File: config.mk
export PLATFORM = sky130hd
export DESIGN_NAME = pad_poller
export DESIGN_NICKNAME = d
export VERILOG_FILES = /design/src/rtl/pad_poller.sv
export SDC_FILE = /design/constraint.sdc
export NUM_CORES = 1
export LEC_CHECK = 0
export CORE_UTILIZATION = 44
export CTS_CLUSTER_SIZE = 16
export DETAILED_ROUTE_END_ITERATION = 8
export GPL_ROUTABILITY_DRIVEN = 1
export PLACE_DENSITY = 0.66
export SYNTH_ARGS = -nofsm -noshare
export SYNTH_HDL_FRONTEND = slang
export SYNTH_SLANG_ARGS = --single-unit
File: constraint.sdc
create_clock -name clk -period 5.8 [get_ports clk]
set_input_delay 0.87 -clock clk [delete_from_list [all_inputs] [get_ports clk]]
set_output_delay 0.87 -clock clk [all_outputs]
set_load 0.01 [all_outputs]
File: src/rtl/pad_poller.sv
// pad_poller - two-port SNES-style gamepad poller with atomic button-word commit
// and a one-cycle MMIO read port.
module pad_poller #(
  parameter int HALF_PERIOD = 200,
  parameter int BITS        = 16
) (
  input  logic        clk,
  input  logic        resetn,
  input  logic        start,
  input  logic [1:0]  pad_data,
  output logic        pad_latch,
  output logic        pad_clk,
  output logic        busy,
  output logic        valid,
  input  logic        read_en,
  output logic [31:0] read_data,
  output logic        read_ready
);

  localparam int PW = $clog2(2 * HALF_PERIOD);
  localparam int BW = $clog2(BITS);
  localparam logic [PW-1:0] LATCH_END = PW'(2 * HALF_PERIOD - 1);
  localparam logic [PW-1:0] HALF_END  = PW'(HALF_PERIOD - 1);
  localparam logic [BW-1:0] BIT_LAST  = BW'(BITS - 1);

  typedef enum logic [2:0] {
    S_IDLE,
    S_LATCH,
    S_LOW,
    S_HIGH,
    S_DONE
  } state_t;

  state_t          r_state;
  state_t          w_next;
  logic [PW-1:0]   r_phase;
  logic [BW-1:0]   r_bit_idx;
  logic [1:0]      r_sync1;
  logic [1:0]      r_sync2;
  logic [BITS-1:0] r_shift0;
  logic [BITS-1:0] r_shift1;
  logic [BITS-1:0] r_pad0;
  logic [BITS-1:0] r_pad1;
  logic            r_pad_latch;
  logic            r_pad_clk;
  logic            r_busy;
  logic            r_valid;
  logic [31:0]     r_read_data;
  logic            r_read_ready;
  logic            w_sample;

  always_comb begin
    w_next   = r_state;
    w_sample = 1'b0;
    case (r_state)
      S_IDLE:  if (start) w_next = S_LATCH;
      S_LATCH: if (r_phase == LATCH_END) w_next = S_LOW;
      S_LOW: begin
        if (r_phase == HALF_END) begin
          w_next   = S_HIGH;
          w_sample = 1'b1;
        end
      end
      S_HIGH: begin
        if (r_phase == HALF_END) w_next = (r_bit_idx == BIT_LAST) ? S_DONE : S_LOW;
      end
      S_DONE:  w_next = S_IDLE;
      default: w_next = S_IDLE;
    endcase
  end

  // Pad lines idle high, so the synchronizer resets to 1 to avoid a spurious "pressed".
  always_ff @(posedge clk or negedge resetn) begin
    if (!resetn) begin
      r_sync1 <= 2'b11;
      r_sync2 <= 2'b11;
    end else begin
      r_sync1 <= pad_data;
      r_sync2 <= r_sync1;
    end
  end

  always_ff @(posedge clk or negedge resetn) begin
    if (!resetn) begin
      r_state   <= S_IDLE;
      r_phase   <= '0;
      r_bit_idx <= '0;
      r_shift0  <= '0;
      r_shift1  <= '0;
      r_pad0    <= '0;
      r_pad1    <= '0;
    end else begin
      r_state <= w_next;
      if (w_next != r_state || r_state == S_IDLE) r_phase <= '0;
      else                                         r_phase <= r_phase + PW'(1);
      if (r_state == S_IDLE && w_next == S_LATCH)     r_bit_idx <= '0;
      else if (r_state == S_HIGH && w_next == S_LOW)  r_bit_idx <= r_bit_idx + BW'(1);
      if (w_sample) begin
        r_shift0[r_bit_idx] <= r_sync2[0];
        r_shift1[r_bit_idx] <= r_sync2[1];
      end
      if (r_state == S_DONE) begin
        r_pad0 <= ~r_shift0;
        r_pad1 <= ~r_shift1;
      end
    end
  end

  // Outputs are registered from the next state so the pad lines move with the state.
  always_ff @(posedge clk or negedge resetn) begin
    if (!resetn) begin
      r_pad_latch  <= 1'b0;
      r_pad_clk    <= 1'b1;
      r_busy       <= 1'b0;
      r_valid      <= 1'b0;
      r_read_data  <= '0;
      r_read_ready <= 1'b0;
    end else begin
      r_pad_latch  <= (w_next == S_LATCH);
      r_pad_clk    <= (w_next != S_LOW);
      r_busy       <= (w_next != S_IDLE);
      r_valid      <= (w_next == S_DONE);
      r_read_ready <= read_en;
      if (read_en) r_read_data <= {16'(r_pad1), 16'(r_pad0)};
    end
  end

  assign pad_latch  = r_pad_latch;
  assign pad_clk    = r_pad_clk;
  assign busy       = r_busy;
  assign valid      = r_valid;
  assign read_data  = r_read_data;
  assign read_ready = r_read_ready;

endmodule

* After elaboration in Yosys (flattened, before gate mapping)
Cells that the tools add are included.
** Storage, ports and cells
- Register bits :: 121
- Logic and storage cells :: 55
- Input bits :: 6
** Operators by class
- $lt $le $gt $ge :: 2
- Add/subtract/negate cells :: 2
- Bitwise logic cells :: 2
- Muxes and demuxes :: 15
- Equality and inequality tests :: 12
- Reductions and logical operators :: 7
** Operators with widths (count)
- $bwmux 16 :: 2
- $not 16->16 :: 2
- $mux 3 :: 5
- $pmux 3 s4 :: 1
- $add 9x1->9 const B :: 1
- $eq 3x2->1 const B :: 3
- $eq 9x8->1 const B :: 1
- $eq 9x9->1 const B :: 1
- $mux 9 :: 1
- $mux 4 :: 2
- $eq 3x1->1 const B :: 2
- $eq 3x3->1 const B :: 2
- $lt 4x5->1 const B :: 1
- $add 4x1->4 const B :: 1
- $demux 1 s4 :: 1
- $eq 4x4->1 const B :: 1
- $ge 4x1->1 const B :: 1
- $logic_and 1x1->1 :: 3
- $logic_not 3->1 :: 1
- $mux 1 :: 3
- $ne 3x2->1 const B :: 1
- $ne 3x3->1 :: 1
- $reduce_bool 3->1 :: 1
- $reduce_bool 2->1 :: 1
- $logic_or 1x1->1 :: 1

* Logic depth before layout (Yosys ltp)
Gate-level depths: netlist of run 1.
- Depth after elaboration :: 8
- Mapped depth :: 6
- Mapped depth without buffers :: 5

* Worst setup path before layout of run 1
No wires, ideal clock.
- Kind :: register to register
- From :: reg r_phase[0]
- To :: reg r_bit_idx[3]
- Period minus slack after synthesis :: 1944 ps
- Cell stages (with the launch flop) :: 6
- Path slack :: 3856 ps
- Data arrival time :: 1807 ps
- Path through :: dfrtp_1 > ha_1 > or4bb_1 > nor4b_4 > nand4_1 > mux2i_1
** Between the ends
- Longest elaborated chain between the ends :: 6
- Elaborated cells between the ends (all ways) :: 12
- Those cells by class :: 4 x eq/ne; 5 x mux; 3 x reduce/logical
** RTL lines
- from (decl) :: line 36 : logic [PW-1:0] r_phase;
- from (signal assigned) :: line 95 : else r_phase <= r_phase + PW'(1);
- $eq 9x8->1 or $eq 9x9->1 (tied branches) :: line 59, 65, 57
- $mux 3 (on tied branches) :: line 65, 57, 59
- $pmux 3 s4 * :: line 55 : case (r_state)
- $eq 3x1->1 or $eq 3x2->1 (tied branches) :: line 96, 97
- $logic_and 1x1->1 (on tied branches) :: line 96, 97
- $mux 4 or $reduce_bool 2->1 (tied branches)
- to (signal assigned) :: line 97 : else if (r_state == S_HIGH && w_next == S_LOW) r_bit_idx <= r_bit_idx + BW'(1);
- to (decl) :: line 37 : logic [BW-1:0] r_bit_idx;
Mark *: on every way between the ends. The rest lies on a longest branch, timed or not.
A chain may end at the register's enable or synchronous reset.

* Final worst setup path of run 1
- From :: reg r_pad_clk (netlist: pad_clk)
- To :: out pad_clk
** RTL lines
- from (decl) :: line 45 : logic r_pad_clk;
- from (signal assigned) :: line 120 : r_pad_clk <= (w_next != S_LOW);
- to (decl) :: line 12 : output logic pad_clk,
No word-level cell between the ends.

==> impl_metrics.py, run 1 <==
metrics = {
    "logic_synthesis": {
        "syn_area_per_cell_um2": 13.07,
        "yosysSeqAreaShare": 0.6323,
        "yosys-top-cells-area": "dfrtp_1, mux2_2, o21ai_0, nand2_1, dfstp_2",
        "synth.top_cell.area_share": 0.6050,
        "yosysMostFrequentCell": "dfrtp_1",
        "synth_nets": 378,
        "synth_commonest_cells": "dfrtp_1, mux2_2, nand2_1",
        "ys.flop_type": "dfrtp_1",
        "yosysUniqueCellTypes": 39,
        "ys_ff_latch": 121,
        "ys_warn_count": 0,
        "syn_inst": 367,
        "ys_async_sr_fraction": 1.000,
        "yosysTopAreaCell": "dfrtp_1",
        "synth_edf_count": 0,
        "syn_area_um2": 4798,
    },
    "pwr": {
        "p_leak_nw": 2.821,
        "ir_drop_mv": 0.1691,
        "p_total_w": 0.001937,
        "power_density_nw_per_um2": 326.4,
    },
    "clocking": {
        "ctsHoldBuffers": 0,
        "numCtsBuffers": 17,
        "cts_tree": "yes",
        "cts_num_sinks": 121,
        "cts-root-buf": "clkbuf_8",
        "htree_levels": 4,
        "cts_resized": 0,
        "clock_latency_ns": 0.51,
        "cts_setup_buffers": 0,
        "path_clk_slew_ns": 0.05,
        "clockBufferDepth": 2,
    },
    "critical_path": {
        "r2r-start": "r_phase[5]$_DFF_PN0_",
        "crit_path_start_kind": "flip-flop",
        "reg2reg_slack_ns": 3.43,
        "crit_chain": "clkdlybuf4s50_1",
        "critPathMaxStageDelay_ns": 0.52,
        "cpLargestDelayFamily": "flip-flops",
        "critPathMaxFanout": 1,
        "timing.rr.end": "r_shift0[1]$_DFFE_PN0P_",
        "crit_required_ns": 4.93,
        "reg2regPathDepth": 4,
        "cp_num_buf_inv": 1,
        "slowest_stage": "dfstp_2",
        "arrival_ns": 1.54,
        "crit_type": "reg -> out",
        "cp-end-kind": "primary output",
    },
    "final_layout": {
        "antenna_cells": 0,
        "areaGrowthSynthToFinish_pct": 23.65,
        "nNetsFinal": 423,
        "drive_gt1_frac": 0.2659,
    },
    "sta": {
        "grt_setup_unrepaired": "false",
        "setup_violations": 0,
        "drv_slew": 0,
        "slew_headroom": 0.4289,
        "min_period_ns": 2.413,
        "worst_slew_pin_slew_ns": 0.8567,
        "hold_viol_final": 0,
        "clock.fmax_mhz": 414.4,
        "post-route-period-util": 0.4161,
        "tns_ns": 0,
        "fin_skew_ns": 0.008283,
        "hold_ws_ns": 0.3560,
    },
    "worst_hold_path": {
        "min_path_type": "reg -> reg",
        "hold_start": "r_sync1[1]$_DFF_PN1_",
        "worstHoldEndpoint": "r_sync2[1]$_DFF_PN1_",
        "whs_path_depth": 0,
    },
    "detailed_routing": {
        "via_count": 2889,
        "wl_per_cell_um": 14.65,
        "drt-initial-drc-count": 138,
        "via_per_inst": 5.150,
        "route.detailed.drc": 0,
        "drtAntennaViolNets": 0,
        "wl_um": 8216,
        "drt_pass1_iterations": 4,
    },
    "place": {
        "routabilityCongestion": 0.7681,
        "hpwl_um": 5392,
        "port-buffer-count": 42,
    },
    "flow_run": {
        "maxCapViolations": 0,
    },
    "die": {
        "die_w_um": 106.4,
        "core_um2": 10460,
        "rows": 37,
        "start_util": 0.4586,
        "ios": 43,
        "die_area_um2": 11330,
        "die-height_um": 106.4,
    },
    "global_routing": {
        "grtUsageTotal": 0.1626,
        "antenna_found_initial": 0,
        "grt_pass1_wl_um": 14190,
        "grt_overflow": 0,
        "grt_max_degree": 69,
        "grt_pass1_vias": 2908,
    },
    "run_status": {
        "status": "finished, final reports clean",
    },
}
-- per-layer routing --
metal | GRT usage | wire [µm]
met5 | 0 | 0
met4 | 0.07045 | 102
met3 | 0.04353 | 249
met2 | 0.2607 | 4103
met1 | 0.2078 | 3760
-- placed cells by master (no fill, tap or decap), types with 2 or more instances in the layout --
| cell | netlist | final |
|---|---|---|
| dfrtp_1 | 116 | 116 |
| mux2_2 | 64 | 64 |
| nand2_1 | 43 | 43 |
| clkdlybuf4s50_1 | 0 | 41 |
| o21ai_0 | 34 | 34 |
| nor2_1 | 16 | 16 |
| clkbuf_16 | 0 | 16 |
| nand3_1 | 8 | 8 |
| xnor2_1 | 6 | 6 |
| inv_1 | 5 | 5 |
| nand4_1 | 5 | 5 |
| ha_1 | 5 | 5 |
| clkinv_4 | 0 | 5 |
| dfstp_2 | 5 | 5 |
| nor3_1 | 4 | 4 |
| nor2b_1 | 4 | 4 |
| nand4b_1 | 4 | 4 |
| and4bb_2 | 4 | 4 |
| buf_4 | 0 | 4 |
| mux2i_1 | 3 | 3 |
| bufinv_16 | 0 | 3 |
| inv_6 | 0 | 3 |
| nand2b_1 | 2 | 2 |
| or4bb_1 | 2 | 2 |
| xor2_1 | 2 | 2 |
| or3b_1 | 2 | 2 |
| clkinvlp_4 | 0 | 2 |
-- flip-flops by register name (all words and copies together) (netlist names), 2 cells and up --
| name | flops |
|---|---|
| r_pad1 | 16 |
| r_phase | 9 |
| r_shift0 | 16 |
| r_pad0 | 16 |
| r_sync1 | 2 |
| r_state | 3 |
| r_shift1 | 16 |
| r_bit_idx | 4 |
| read_data | 32 |
| r_sync2 | 2 |
-- area by class of cell --
type	instances	area, µm²
multi-input cells	222	1664
inverters	5	18.77
well taps	136	170.2
flip-flops and latches	121	3034
repair buffers	45	440.4
clock buffers	17	414.1
fillers	882	4529
clock inverters	15	191.4
-- logic make-up after synthesis --
family                     synth area share
adders and majority gates           0.01304
and+or+nand+nor                      0.1176
buffers and inverters               0.02086
xor gates and xnor gates            0.01460
DFF                                  0.6323
muxes                                0.1565
AOI/OAI and AO/OA                   0.04511
-- where the power goes --
part	switching [W]	internal, W	total, W
combinational	0.0000209	0.00000751	0.0000284
sequential	0.00000373	0.000848	0.000851
clock	0.000394	0.000663	0.00106
total	0.000419	0.00152	0.00194
-- per-stage QoR --
stage	cells	utilization	worst slack, ns	area, µm²
finish	561	0.5671	3.387	5933
global route	561	0.5671	3.261	5933
CTS	561	0.5671	3.349	5933
detailed placement	529	0.5092	3.445	5328
global placement	529	0.5092	3.507	5328
floorplan	367	-	3.856	4798
-- worst max path at each step --
stage / endpoint / start / cells after the start / slack (ns)
after CTS: pad_clk / pad_clk$_DFF_PN1_ / 1 / 3.35
after global routing: r_shift1[1]$_DFFE_PN0P_ / r_phase[5]$_DFF_PN0_ / 4 / 3.26
final: pad_clk / pad_clk$_DFF_PN1_ / 1 / 3.39
after floorplan: r_bit_idx[3]$_DFFE_PN0P_ / r_phase[0]$_DFF_PN0_ / 5 / 3.86
after global placement: r_shift0[1]$_DFFE_PN0P_ / r_phase[5]$_DFF_PN0_ / 4 / 3.51
after detailed placement: r_shift0[1]$_DFFE_PN0P_ / r_phase[5]$_DFF_PN0_ / 4 / 3.44
Power figures use the tool's default switching activity.
==> inputs of run 2 (changes only) <==
PLACE_DENSITY = 0.68   (was 0.66)
clock period = 2.2 ns   (was 5.8 ns; I/O delays follow)
==> impl_metrics.py, run 2 (synthesized netlist as in run 1, its figures left out) <==
metrics = {
    "run_status": {
        "status": "finished, final reports clean",
    },
    "die": {
        "core_um2": 10460,
        "start_util": 0.4586,
        "die-height_um": 106.4,
        "die_area_um2": 11330,
        "die_w_um": 106.4,
        "ios": 43,
        "rows": 37,
    },
    "clocking": {
        "numCtsBuffers": 17,
        "clock_latency_ns": 0.52,
        "cts-root-buf": "clkbuf_8",
        "path_clk_slew_ns": 0.06,
        "htree_levels": 4,
        "cts_tree": "yes",
        "cts_num_sinks": 121,
        "clockBufferDepth": 2,
        "cts_setup_buffers": 0,
        "cts_resized": 0,
    },
    "pwr": {
        "power_density_nw_per_um2": 862.2,
        "ir_drop_mv": 0.4451,
        "p_leak_nw": 2.883,
    },
    "final_layout": {
        "multiInputGateArea_um2": 1664,
        "nNetsFinal": 431,
        "drive_gt1_frac": 0.2679,
        "regArea_um2": 3034,
        "final_common_cell": "dfrtp_1",
        "largest_register_ff_count": 32,
        "areaGrowthSynthToFinish_pct": 26.08,
        "finalNonFillerCells": 569,
        "final_cell_mix": "dfrtp_1, mux2_2, nand2_1, clkdlybuf4s50_1, o21ai_0",
        "antenna_cells": 0,
        "final_util": 0.5782,
        "nFillCells": 833,
    },
    "detailed_routing": {
        "routed.top_layer": "met4",
        "wl_per_cell_um": 14.47,
        "wl_met1_um": 3880,
        "drt-initial-drc-count": 152,
        "drtAntennaViolNets": 0,
        "route.met2.wl_um": 3962,
        "wl_met3_um": 275,
        "route.detailed.drc": 0,
        "drt_pass1_iterations": 4,
        "wl_um": 8234,
        "via_per_inst": 5.056,
        "via_count": 2877,
    },
    "sta": {
        "tns_ns": 0,
        "min_period_ns": 2.071,
        "worst_slew_pin_slew_ns": 0.4829,
        "fin_skew_ns": 0.01129,
        "drv_slew": 0,
        "clock.fmax_mhz": 482.8,
        "hold_viol_final": 0,
        "grt_setup_unrepaired": "false",
        "slew_headroom": 0.6751,
        "post-route-period-util": 0.9415,
        "setup_violations": 0,
        "hold_ws_ns": 0.2140,
    },
    "critical_path": {
        "arrival_ns": 2.45,
        "cp-end-kind": "flip-flop",
        "crit_type": "reg -> reg",
        "critPathMaxFanout": 5,
        "crit_path_start_kind": "flip-flop",
        "crit_required_ns": 2.58,
    },
    "global_routing": {
        "grt_max_degree": 64,
        "antenna_found_initial": 0,
        "grt_overflow": 0,
        "grt_pass1_vias": 2729,
        "grtUsageTotal": 0.1628,
        "grt_pass1_wl_um": 13900,
    },
    "place": {
        "port-buffer-count": 42,
        "hpwl_um": 5491,
        "routabilityCongestion": 0.7820,
        "dp_cells": 536,
    },
    "worst_hold_path": {
        "min_path_type": "in -> reg",
    },
    "flow_run": {
        "maxCapViolations": 0,
    },
}
[run 2: changes by cell type in the layout (fill, tap and decap cells not counted), sizes merged]
cell,change
buf,+7
bufinv,+1
clkbuf,+8
clkinv,-4
dlygate4sd3,+1
clkinvlp,-1
inv,-4
[run 2: power breakdown]
| part | switching (W) | internal, W | leakage (nW) | total, W |
|---|---|---|---|---|
| Combinational | 0.0000572 | 0.0000271 | 0.960 | 0.0000843 |
| Clock | 0.000930 | 0.00196 | 0.302 | 0.00289 |
| Sequential | 0.00000919 | 0.00224 | 1.62 | 0.00225 |
| Total | 0.000996 | 0.00422 | 2.88 | 0.00522 |
[run 2: worst paths after layout]
path,depth (start not counted),from,slack (ns),to
worst max-delay path,5,r_phase[0]$_DFF_PN0_,0.13,r_bit_idx[3]$_DFFE_PN0P_
worst min-delay path,1,pad_data[0],0.21,r_sync1[0]$_DFF_PN1_
worst max register to register,5,r_phase[0]$_DFF_PN0_,0.13,r_bit_idx[3]$_DFFE_PN0P_
worst min register to register,0,r_sync1[1]$_DFF_PN1_,0.35,r_sync2[1]$_DFF_PN1_
max in group asynchronous,3,resetn,1.16,r_sync1[1]$_DFF_PN1_
min in group asynchronous,2,resetn,0.30,read_data[23]$_DFFE_PN0P_
[run 2: timing repair]
item,CTS,global route
hold buffers,1,0
endpoints found under the hold margin,34,0
endpoints found under the setup margin,0,0
[run 2: layer usage]
| metal | vias to the layer above | GRT usage |
|---|---|---|
| li1 | 1392 | - |
| met1 | 1425 | 0.2162 |
| met2 | 46 | 0.2421 |
| met3 | 14 | 0.05457 |
| met4 | 0 | 0.07339 |
| met5 | - | 0 |
[run 2: per-stage QoR]
stage / setup WS [ns] / total power (W) / cell area [µm²]
6_report: 0.1288 / 0.005216 / 6050
5_1_grt: 0.004488 / 0.005395 / 6050
4_1_cts: 0.1006 / 0.005287 / 6050
3_5_place_dp: 0.1311 / 0.002370 / 5418
3_3_place_gp: 0.1732 / 0.002368 / 5418
2_1_floorplan: 0.2561 / 0.002300 / 4798
[run 2: critical path, stage by stage, from the launching register on]
cell and delay [ns]:
dfrtp_1 0.37, ha_1 0.23, or4bb_1 0.61, nor4b_4 0.42, nand4_1 0.16, mux2i_1 0.15
[run 2: cell type report]
cell class                 instances  area share
clock buffer                      25     0.08004
clock inverter                     7     0.02275
inverter                           5    0.003102
multi-input combinational        222      0.2751
sequential                       121      0.5016
tap                              136     0.02813
timing repair buffer              53     0.08935
==> inputs of run 3 (changes only) <==
GPL_ROUTABILITY_DRIVEN = 0   (was 1)
PLACE_DENSITY = 0.66   (was 0.68)
clock period = 2.6 ns   (was 2.2 ns; I/O delays follow)
==> impl_metrics.py, run 3 (synthesized netlist as in run 1, its figures left out) <==
metrics = {
    "detailed_routing": {
        "routed.top_layer": "met4",
        "route.detailed.drc": 0,
        "wl_met1_um": 3935,
        "route.met2.wl_um": 4116,
        "via_per_inst": 5.023,
        "wl_um": 8351,
        "drt_pass1_iterations": 4,
        "drt-initial-drc-count": 157,
        "via_count": 2843,
        "wl_per_cell_um": 14.75,
        "wl_met3_um": 204,
        "drtAntennaViolNets": 0,
    },
    "critical_path": {
        "arrival_ns": 2.46,
        "critPathMaxFanout": 5,
        "crit_type": "reg -> reg",
        "crit_required_ns": 2.96,
        "crit_path_start_kind": "flip-flop",
        "cp-end-kind": "flip-flop",
    },
    "die": {
        "rows": 37,
        "die-height_um": 106.4,
        "die_area_um2": 11330,
        "core_um2": 10460,
        "ios": 43,
        "start_util": 0.4586,
        "die_w_um": 106.4,
    },
    "clocking": {
        "clock_latency_ns": 0.50,
        "cts-root-buf": "clkbuf_8",
        "ctsHoldBuffers": 1,
        "cts_num_sinks": 121,
        "htree_levels": 4,
        "numCtsBuffers": 17,
        "cts_setup_buffers": 0,
        "path_clk_slew_ns": 0.06,
        "cts_resized": 0,
        "clockBufferDepth": 2,
        "cts_tree": "yes",
    },
    "pwr": {
        "power_density_nw_per_um2": 729.4,
        "p_total_w": 0.004373,
        "ir_drop_mv": 0.3765,
        "p_leak_nw": 2.854,
    },
    "final_layout": {
        "nNetsFinal": 428,
        "regArea_um2": 3034,
        "nFillCells": 862,
        "final_cell_mix": "dfrtp_1, mux2_2, nand2_1, clkdlybuf4s50_1, o21ai_0",
        "antenna_cells": 0,
        "largest_register_ff_count": 32,
        "drive_gt1_frac": 0.2698,
        "final_common_cell": "dfrtp_1",
        "multiInputGateArea_um2": 1664,
        "areaGrowthSynthToFinish_pct": 24.95,
    },
    "sta": {
        "slew_headroom": 0.5837,
        "setup_violations": 0,
        "worst_slew_pin_slew_ns": 0.6166,
        "hold_ws_ns": 0.2881,
        "min_period_ns": 2.103,
        "drv_slew": 0,
        "tns_ns": 0,
        "fin_skew_ns": 0.009466,
        "clock.fmax_mhz": 475.4,
        "hold_viol_final": 0,
        "setup_ws_ns": 0.4966,
        "post-route-period-util": 0.8090,
        "grt_setup_unrepaired": "false",
    },
    "worst_hold_path": {
        "min_path_type": "in -> reg",
    },
    "place": {
        "port-buffer-count": 42,
        "place_ws_ns": 0.4997,
        "hpwl_um": 5571,
    },
    "global_routing": {
        "grt_pass1_wl_um": 14440,
        "grt_pass1_vias": 2952,
        "grt_overflow": 0,
        "grt_max_degree": 48,
        "grtUsageTotal": 0.1660,
        "antenna_found_initial": 0,
    },
    "flow_run": {
        "maxCapViolations": 0,
    },
    "run_status": {
        "status": "finished, final reports clean",
    },
}
-- run 3: worst max-delay path, stage by stage, from the launching register on --
cell and delay [ns]:
dfrtp_1 0.36, ha_1 0.23, or4bb_1 0.62, nor4b_4 0.43, nand4_1 0.16, mux2i_1 0.15
-- run 3: worst paths after layout --
check	from	to	slack, ns	cells past startpoint
setup reg to reg	r_phase[0]$_DFF_PN0_	r_bit_idx[3]$_DFFE_PN0P_	0.50	5
setup / recovery	r_phase[0]$_DFF_PN0_	r_bit_idx[3]$_DFFE_PN0P_	0.50	5
hold / removal	pad_data[0]	r_sync1[0]$_DFF_PN1_	0.29	1
min in group asynchronous	resetn	r_pad1[8]$_DFFE_PN0N_	0.41	2
hold reg to reg	r_sync1[1]$_DFF_PN1_	r_sync2[1]$_DFF_PN1_	0.35	0
max in group asynchronous	resetn	pad_clk$_DFF_PN1_	1.48	3
-- run 3: where the power goes --
| part | switching, W | internal (W) | leakage, nW |
|---|---|---|---|
| Combinational | 0.0000474 | 0.0000219 | 0.937 |
| Sequential | 0.00000814 | 0.00189 | 1.62 |
| Clock | 0.000842 | 0.00156 | 0.296 |
| Total | 0.000898 | 0.00348 | 2.85 |
-- run 3: stage by stage --
step | instances | area [µm²] | util
final | 566 | 5996 | 0.5731
after floorplan | 367 | 4798 | -
after CTS | 566 | 5996 | 0.5731
after global routing | 566 | 5996 | 0.5731
after global placement | 533 | 5370 | 0.5133
after detailed placement | 533 | 5370 | 0.5133
-- run 3: area by class of cell --
cell class,count,area share
Multi-Input combinational cell,222,0.2775
Sequential cell,121,0.5061
Clock inverter,14,0.03297
Clock buffer,18,0.06970
Timing Repair Buffer,50,0.08222
Tap cell,136,0.02838
Inverter,5,0.003130
-- run 3: metal layers --
layer / global-route usage / vias to the layer above
met1: 0.2117 / 1409
met3: 0.04782 / 10
li1: - / 1383
met4: 0.06458 / 0
met2: 0.2676 / 41
met5: 0 / -
